<file path="config.mk">
export PLATFORM = sky130hd
export DESIGN_NAME = fir_unfold_packer
export DESIGN_NICKNAME = d
export VERILOG_FILES = /design/src/rtl/fir_unfold_pkg.sv /design/src/rtl/fir_unfold_packer.sv
export SDC_FILE = /design/constraint.sdc
export NUM_CORES = 1
export LEC_CHECK = 0
export ABC_AREA = 1
export CAP_MARGIN = 25
export CORE_MARGIN = 2
export CORE_UTILIZATION = 57
export DETAILED_ROUTE_END_ITERATION = 10
export GPL_ROUTABILITY_DRIVEN = 0
export PLACE_DENSITY = 0.94
export SLEW_MARGIN = 20
export SYNTH_ARGS = -nofsm -noshare
export SYNTH_HDL_FRONTEND = slang
export SYNTH_SLANG_ARGS = --single-unit
</file>
<file path="constraint.sdc">
create_clock -name CLK -period 2.33 [get_ports CLK]
set_clock_uncertainty 0.05 [all_clocks]
set_input_delay 0.5825 -clock CLK [delete_from_list [all_inputs] [get_ports CLK]]
set_output_delay 0.5825 -clock CLK [all_outputs]
set_load 0.02 [all_outputs]
</file>
<file path="src/rtl/fir_unfold_pkg.sv">
// Shared definitions for the 3-way unfolded FIR filter datapath.
// Imported by the filter, the data maker and the serial-to-parallel packer.
package fir_unfold_pkg;

  localparam int unsigned NBIT   = 9;
  localparam int unsigned UNFOLD = 3;

  typedef enum logic [1:0] {
    FILL0 = 2'd0,
    FILL1 = 2'd1,
    FILL2 = 2'd2
  } lane_cnt_e;

  typedef logic [NBIT-1:0] sample_t;

endpackage

</file>
<file path="src/rtl/fir_unfold_packer.sv">
// Serial-to-3-parallel packer feeding the unfolded FIR input lanes.
// Groups three accepted samples per VOUT strobe; FLUSH emits a zero-padded partial group.
module fir_unfold_packer
  import fir_unfold_pkg::*;
#(
  parameter int unsigned NBIT = fir_unfold_pkg::NBIT
) (
  input  logic            CLK,
  input  logic            RST_n,
  input  logic [NBIT-1:0] DIN,
  input  logic            VIN,
  input  logic            FLUSH,
  output logic [NBIT-1:0] DOUT3k,
  output logic [NBIT-1:0] DOUT3k1,
  output logic [NBIT-1:0] DOUT3k2,
  output logic            VOUT,
  output logic [1:0]      PAD
);

  localparam logic [NBIT-1:0] Zero = '0;

  lane_cnt_e       cnt_q;
  logic [NBIT-1:0] hold0_q, hold1_q;
  logic [NBIT-1:0] dout0_q, dout1_q, dout2_q;
  logic            vout_q;
  logic [1:0]      pad_q;

  always_ff @(posedge CLK) begin
    if (!RST_n) begin
      cnt_q   <= FILL0;
      hold0_q <= '0;
      hold1_q <= '0;
      dout0_q <= '0;
      dout1_q <= '0;
      dout2_q <= '0;
      vout_q  <= 1'b0;
      pad_q   <= 2'd0;
    end else begin
      vout_q <= 1'b0;
      if (VIN) begin
        // DIN is accepted first; a concurrent FLUSH then closes the group it lands in.
        case (cnt_q)
          FILL0: begin
            if (FLUSH) begin
              dout0_q <= DIN;
              dout1_q <= Zero;
              dout2_q <= Zero;
              pad_q   <= 2'd2;
              vout_q  <= 1'b1;
              cnt_q   <= FILL0;
            end else begin
              hold0_q <= DIN;
              cnt_q   <= FILL1;
            end
          end
          FILL1: begin
            if (FLUSH) begin
              dout0_q <= hold0_q;
              dout1_q <= DIN;
              dout2_q <= Zero;
              pad_q   <= 2'd1;
              vout_q  <= 1'b1;
              cnt_q   <= FILL0;
            end else begin
              hold1_q <= DIN;
              cnt_q   <= FILL2;
            end
          end
          FILL2: begin
            dout0_q <= hold0_q;
            dout1_q <= hold1_q;
            dout2_q <= DIN;
            pad_q   <= 2'd0;
            vout_q  <= 1'b1;
            cnt_q   <= FILL0;
          end
          default: cnt_q <= FILL0;
        endcase
      end else if (FLUSH) begin
        case (cnt_q)
          FILL1: begin
            dout0_q <= hold0_q;
            dout1_q <= Zero;
            dout2_q <= Zero;
            pad_q   <= 2'd2;
            vout_q  <= 1'b1;
            cnt_q   <= FILL0;
          end
          FILL2: begin
            dout0_q <= hold0_q;
            dout1_q <= hold1_q;
            dout2_q <= Zero;
            pad_q   <= 2'd1;
            vout_q  <= 1'b1;
            cnt_q   <= FILL0;
          end
          default: cnt_q <= FILL0;
        endcase
      end
    end
  end

  assign DOUT3k  = dout0_q;
  assign DOUT3k1 = dout1_q;
  assign DOUT3k2 = dout2_q;
  assign VOUT    = vout_q;
  assign PAD     = pad_q;

endmodule

</file>
# Yosys cells after proc, flatten, opt, wreduce, memory -nomap -nowiden
# Cells that the tools add are included.
# totals
ff_bits,50
latch_bits,0
ramBits,0
mem_bits_ro,0
inputBits,13
output_inout_bits,30
word_cells,59
memories,0
# op_classes
addsub,0
mul,0
div,0
n_lt_le_gt_ge,0
n_eq_ne,7
shifts,0
n_mux,31
n_bitwise,1
n_reduce_logical,12
# ops
cell,n
$mux 9,11
$pmux 9 s3,2
$pmux 9 s2,2
$mux 2,7
$reduce_and 5->1,2
$pmux 2 s2,2
$pmux 2 s3,1
$reduce_and 3->1,2
$reduce_bool 3->1,2
$mux 1,5
$ne 2x2->1 const B,2
$ne 4x1->1 const B,1
$reduce_and 4->1,1
$reduce_bool 2->1,2
$reduce_or 2->1,2
$ne 3x2->1 const B,1
$eq 2x1->1 const B,1
$eq 2x2->1 const B,1
$logic_not 2->1,1
$ne 2x1->1 const B,1
$pmux 1 s2,1
$not 1->1,1

# Depth between registers and ports, before layout
# logic_depth
depth_word,5
mapped_depth,11
mapped_depth_nobuf,9

# Worst setup path before layout
# Ideal clock, no wire load.
# synth_timing
path_kind,register to register
from,register cnt_q[0]
to,register dout0_q[2] (netlist: DOUT3k[2])
setup_time_ns,0.113
arrival_ns,1.415
setup_slack_ns,0.752
path_stages_with_launch,11
n_path_buf,1
path_cell_list,dfxtp_1 > inv_1 > ha_1 > inv_1 > nand2_1 > buf_2 > nand2_1 > nand2_1 > nand3_1 > nand2_1 > nor2_1
# synth_via
elab_chain_cells,4
# synth_lines
item,line,text
start: declaration,fir_unfold_packer.sv:22,lane_cnt_e cnt_q;
start signal: assignment,fir_unfold_packer.sv:30,cnt_q <= FILL0;
start signal: assignment,fir_unfold_packer.sv:50,cnt_q <= FILL0;
start signal: assignment,fir_unfold_packer.sv:53,cnt_q <= FILL1;
$eq 2x2->1 / $eq 2x1->1 (equally long branches),"fir_unfold_packer.sv:42, fir_unfold_packer.sv:80",
$reduce_or 2->1 (no line),-,
$reduce_bool 2->1 (no line),-,
$reduce_and 5->1 (no line),-,
end signal: assignment,fir_unfold_packer.sv:58,dout0_q <= hold0_q;
end signal: assignment,fir_unfold_packer.sv:82,dout0_q <= hold0_q;
end signal: assignment,fir_unfold_packer.sv:90,dout0_q <= hold0_q;
end: declaration,fir_unfold_packer.sv:24,"logic [NBIT-1:0] dout0_q, dout1_q, dout2_q;"
# Parallel ways exist; a longest one is shown, timed or not.
# A chain may end at the register's enable or synchronous reset.

# Worst setup path in the final report
# layout_timing
from,register dout0_q[1] (netlist: DOUT3k[1])
to,output port DOUT3k[1]
# layout_lines
item,line,text
start signal: assignment,fir_unfold_packer.sv:58,
start signal: assignment,fir_unfold_packer.sv:70,dout0_q <= hold0_q;
start signal: assignment,fir_unfold_packer.sv:82,
end: declaration,fir_unfold_packer.sv:13,"output logic [NBIT-1:0] DOUT3k,"
# No word-level cell between the ends.

==> summary.txt <==
Routing
  – First-pass detailed-route iteration total: 5
  – Routed Wire Length: around 5.9 mm
  – Number of vias per cell: slightly above 5
  – Routed Antenna Nets: 0
  – Via count: 2,461
  – DR WL/cell: around 12 µm
  – Top Layer Used: met4
  – Starting DRT DRC Count: 219
  – Met3 Wirelength: 547 µm
  – DRT met1 WL: 2.36 mm
  – DR WL met2: 2.81 mm
  – DRC: 0

Power and ir drop
  – P_leak: 1.42 nW
  – P per Cell Area: 621 nW/µm²
  – Largest vdd supply drop: ~470 µV
  – PnR Total Power: 1.95 mW

Synthesis
  – Syn Inst Count: between 300 and 400
  – Post-synthesis average cell area: 6.69 µm²
  – Seq cells post-synth: 50
  – Ys Warns: 0
  – Post-synthesis cell type count: 25
  – Mapped cell area: 2560 µm²
  – Mapped Nets: 400
  – Register area share after synthesis: roughly two fifths

Clocking
  – Clk slew on worst S/H paths: 0.10 ns
  – Cts hold-fix bufs: 0
  – H-tree depth: 2
  – CTS tree: built
  – TritonCTS sink count: 50
  – Longest Clk Path Bufs: 2
  – Post-CTS setup buffers: 0
  – Cts repair resizes: 0
  – CTS Buf Count: 5
  – Root Buffer: clkbuf_8
  – Clock Latency Late Sink: 0.30 ns

Finish
  – Fin area: 3130 µm²
  – Nets: 441
  – Layout cells sized above 1: 8.00%
  – # diodes: 0
  – Multi-input logic area: ~1300 µm²
  – Non-filler cells, final: roughly 480
  – Filler cells: 357
  – Layout area overhead: 22.2%
  – Sequential cell area: 1000 µm²

STA
  – Min Tclk post-route: 1.92 ns
  – Final setup fails: 0
  – Max Slew Vio Count: 0
  – Worst Tran Pin Value: 0.460 ns
  – Hold Violations, Final: 0
  – Final cycle utilization of the critical path: around 80%
  – Max Freq: 520 MHz
  – RSZ-0062 raised after global routing: no
  – Setup TNS: 0 ns
  – Hold WS: 0.410 ns
  – Relative slew margins: 69.3%

GRT
  – GRT Util Overall: 24.9%
  – Largest net degree at the start of global routing: 30
  – Vias in the first global route: 2,313
  – Global-route wire length before repair: 10.1 mm
  – GRT overflow: 0
  – Antenna violations before repair: 0

Placement
  – Port Buffers: 42
  – Placed insts: 469
  – Placed cell areas: 3030 µm²
  – DPL Wire Length: 4.27 mm

Critical path
  – Worst Path Buf+Inv: 1
  – Reg2Reg Setup Slack: approximately 0.53 ns
  – CP max-delay cell: clkdlybuf4s50_1
  – Startpoint types: register
  – Data arrival time of the worst path: 1.29 ns
  – Critical Path End Type: output pin
  – Delay of the slowest critical-path stage: 0.62 ns
  – Worst-path cell chain: clkdlybuf4s50_1
  – Critical path's top delay family: buffers and inverters
  – Setup CP Type: register to output pin
  – CP max FO: 2
  – WP data required: 1.70 ns

Floorplanning
  – Core area: 4350 µm²
  – Cell row count: 24
  – Die height: 71.1 µm
  – Die ar.: between 5000 and 6000 µm²
  – Chip width: 71.1 µm
  – Io pins: 43
  – Initial core utilization: roughly three fifths

Flow run
  – Total of max-cap violations: 0

Min path
  – Hold WC Path Type: register to register

Status
  – Run status: finished clean
## state kept, by name (all words and copies together), names as in the netlist
register,cells
hold1_q,9
hold0_q,9
DOUT3k,9
cnt_q,2
VOUT,1
PAD,2
DOUT3k1,9
DOUT3k2,9
## per-layer routing
layer	vias up	GRT usage, %
met1	1077	30.6
met3	22	4.99
met5	-	0
li1	1263	-
met2	99	42.6
met4	0	10.3
## metrics by stage
step           setup slack (ns)  utilization [%]
2_1_floorplan             0.752                -
3_3_place_gp              0.142             69.7
3_5_place_dp             0.0798             69.7
4_1_cts                   0.400             71.9
5_1_grt                   0.302             71.9
6_report                  0.409             71.9
## worst paths after layout
path	start	end	cells past startpoint
worst max-delay path	DOUT3k[1]$_SDFFE_PN0P_	DOUT3k[1]	1
worst max register to register	cnt_q[0]$_SDFFE_PN0P_	DOUT3k1[6]$_SDFFE_PN0P_	9
worst min-delay path	hold1_q[2]$_SDFFE_PN0P_	hold1_q[2]$_SDFFE_PN0P_	2
worst min register to register	hold1_q[2]$_SDFFE_PN0P_	hold1_q[2]$_SDFFE_PN0P_	2
## Yosys cell counts (all sizes together)
master  count  share of area (%)
nor3        1               0.20
o21ai      15                3.4
a211oi      9                2.6
ha          4                2.0
nand4       9                2.2
a21oi      17                3.5
nand3      31                7.1
nor2       70                 12
buf         9                2.2
clkbuf      6               0.88
inv        57                8.4
nand2     105                 16
dfxtp      50                 39
## placed cells by master, fill, tap and decap left out, types with 9 or more instances in the layout
| master | Yosys | final |
|---|---|---|
| nor2_1 | 62 | 62 |
| nand3_1 | 27 | 27 |
| o21ai_0 | 14 | 14 |
| nand4_1 | 9 | 9 |
| nand2_1 | 102 | 102 |
| a211oi_1 | 9 | 9 |
| clkdlybuf4s50_1 | 0 | 42 |
| dfxtp_1 | 50 | 50 |
| a21oi_1 | 16 | 16 |
| inv_1 | 55 | 55 |
## cell families (layout without fill, tap and decap cells)
group,Yosys count,after routing,share of synthesized area [%]
flip-flops,50,50,39.1
adder cells (fa/ha/maj),4,4,1.95
AND/OR/NAND/NOR,216,216,37.9
AO/OA/AOI/OAI,41,41,9.47
buffers and inverters,72,114,11.6
## where the power goes
group / internal [mW] / switching, mW / leakage (nW)
combinational: 0.185 / 0.277 / 0.964
sequential: 0.912 / 0.0259 / 0.410
clock: 0.245 / 0.301 / 0.0478
total: 1.34 / 0.604 / 1.42
## cell type report
cell class	instances	area share [%]
timing repair buffer	49	15.5
inverter	57	6.91
tap	52	2.08
clock inverter	2	0.519
multi-input combinational	261	40.4
sequential	50	32.0
clock buffer	6	2.64
## worst reg2reg max path, cell delays in order, from the launching register on
cell and delay [ns]:
dfxtp_1 0.36, inv_1 0.12, ha_1 0.39, nor2_1 0.11
nand2_1 0.11, nand2_1 0.09, nor2_4 0.26, nand2_1 0.12
nand2_1 0.07, nor2_1 0.04
No activity file was read; power rests on OpenSTA's default activity.
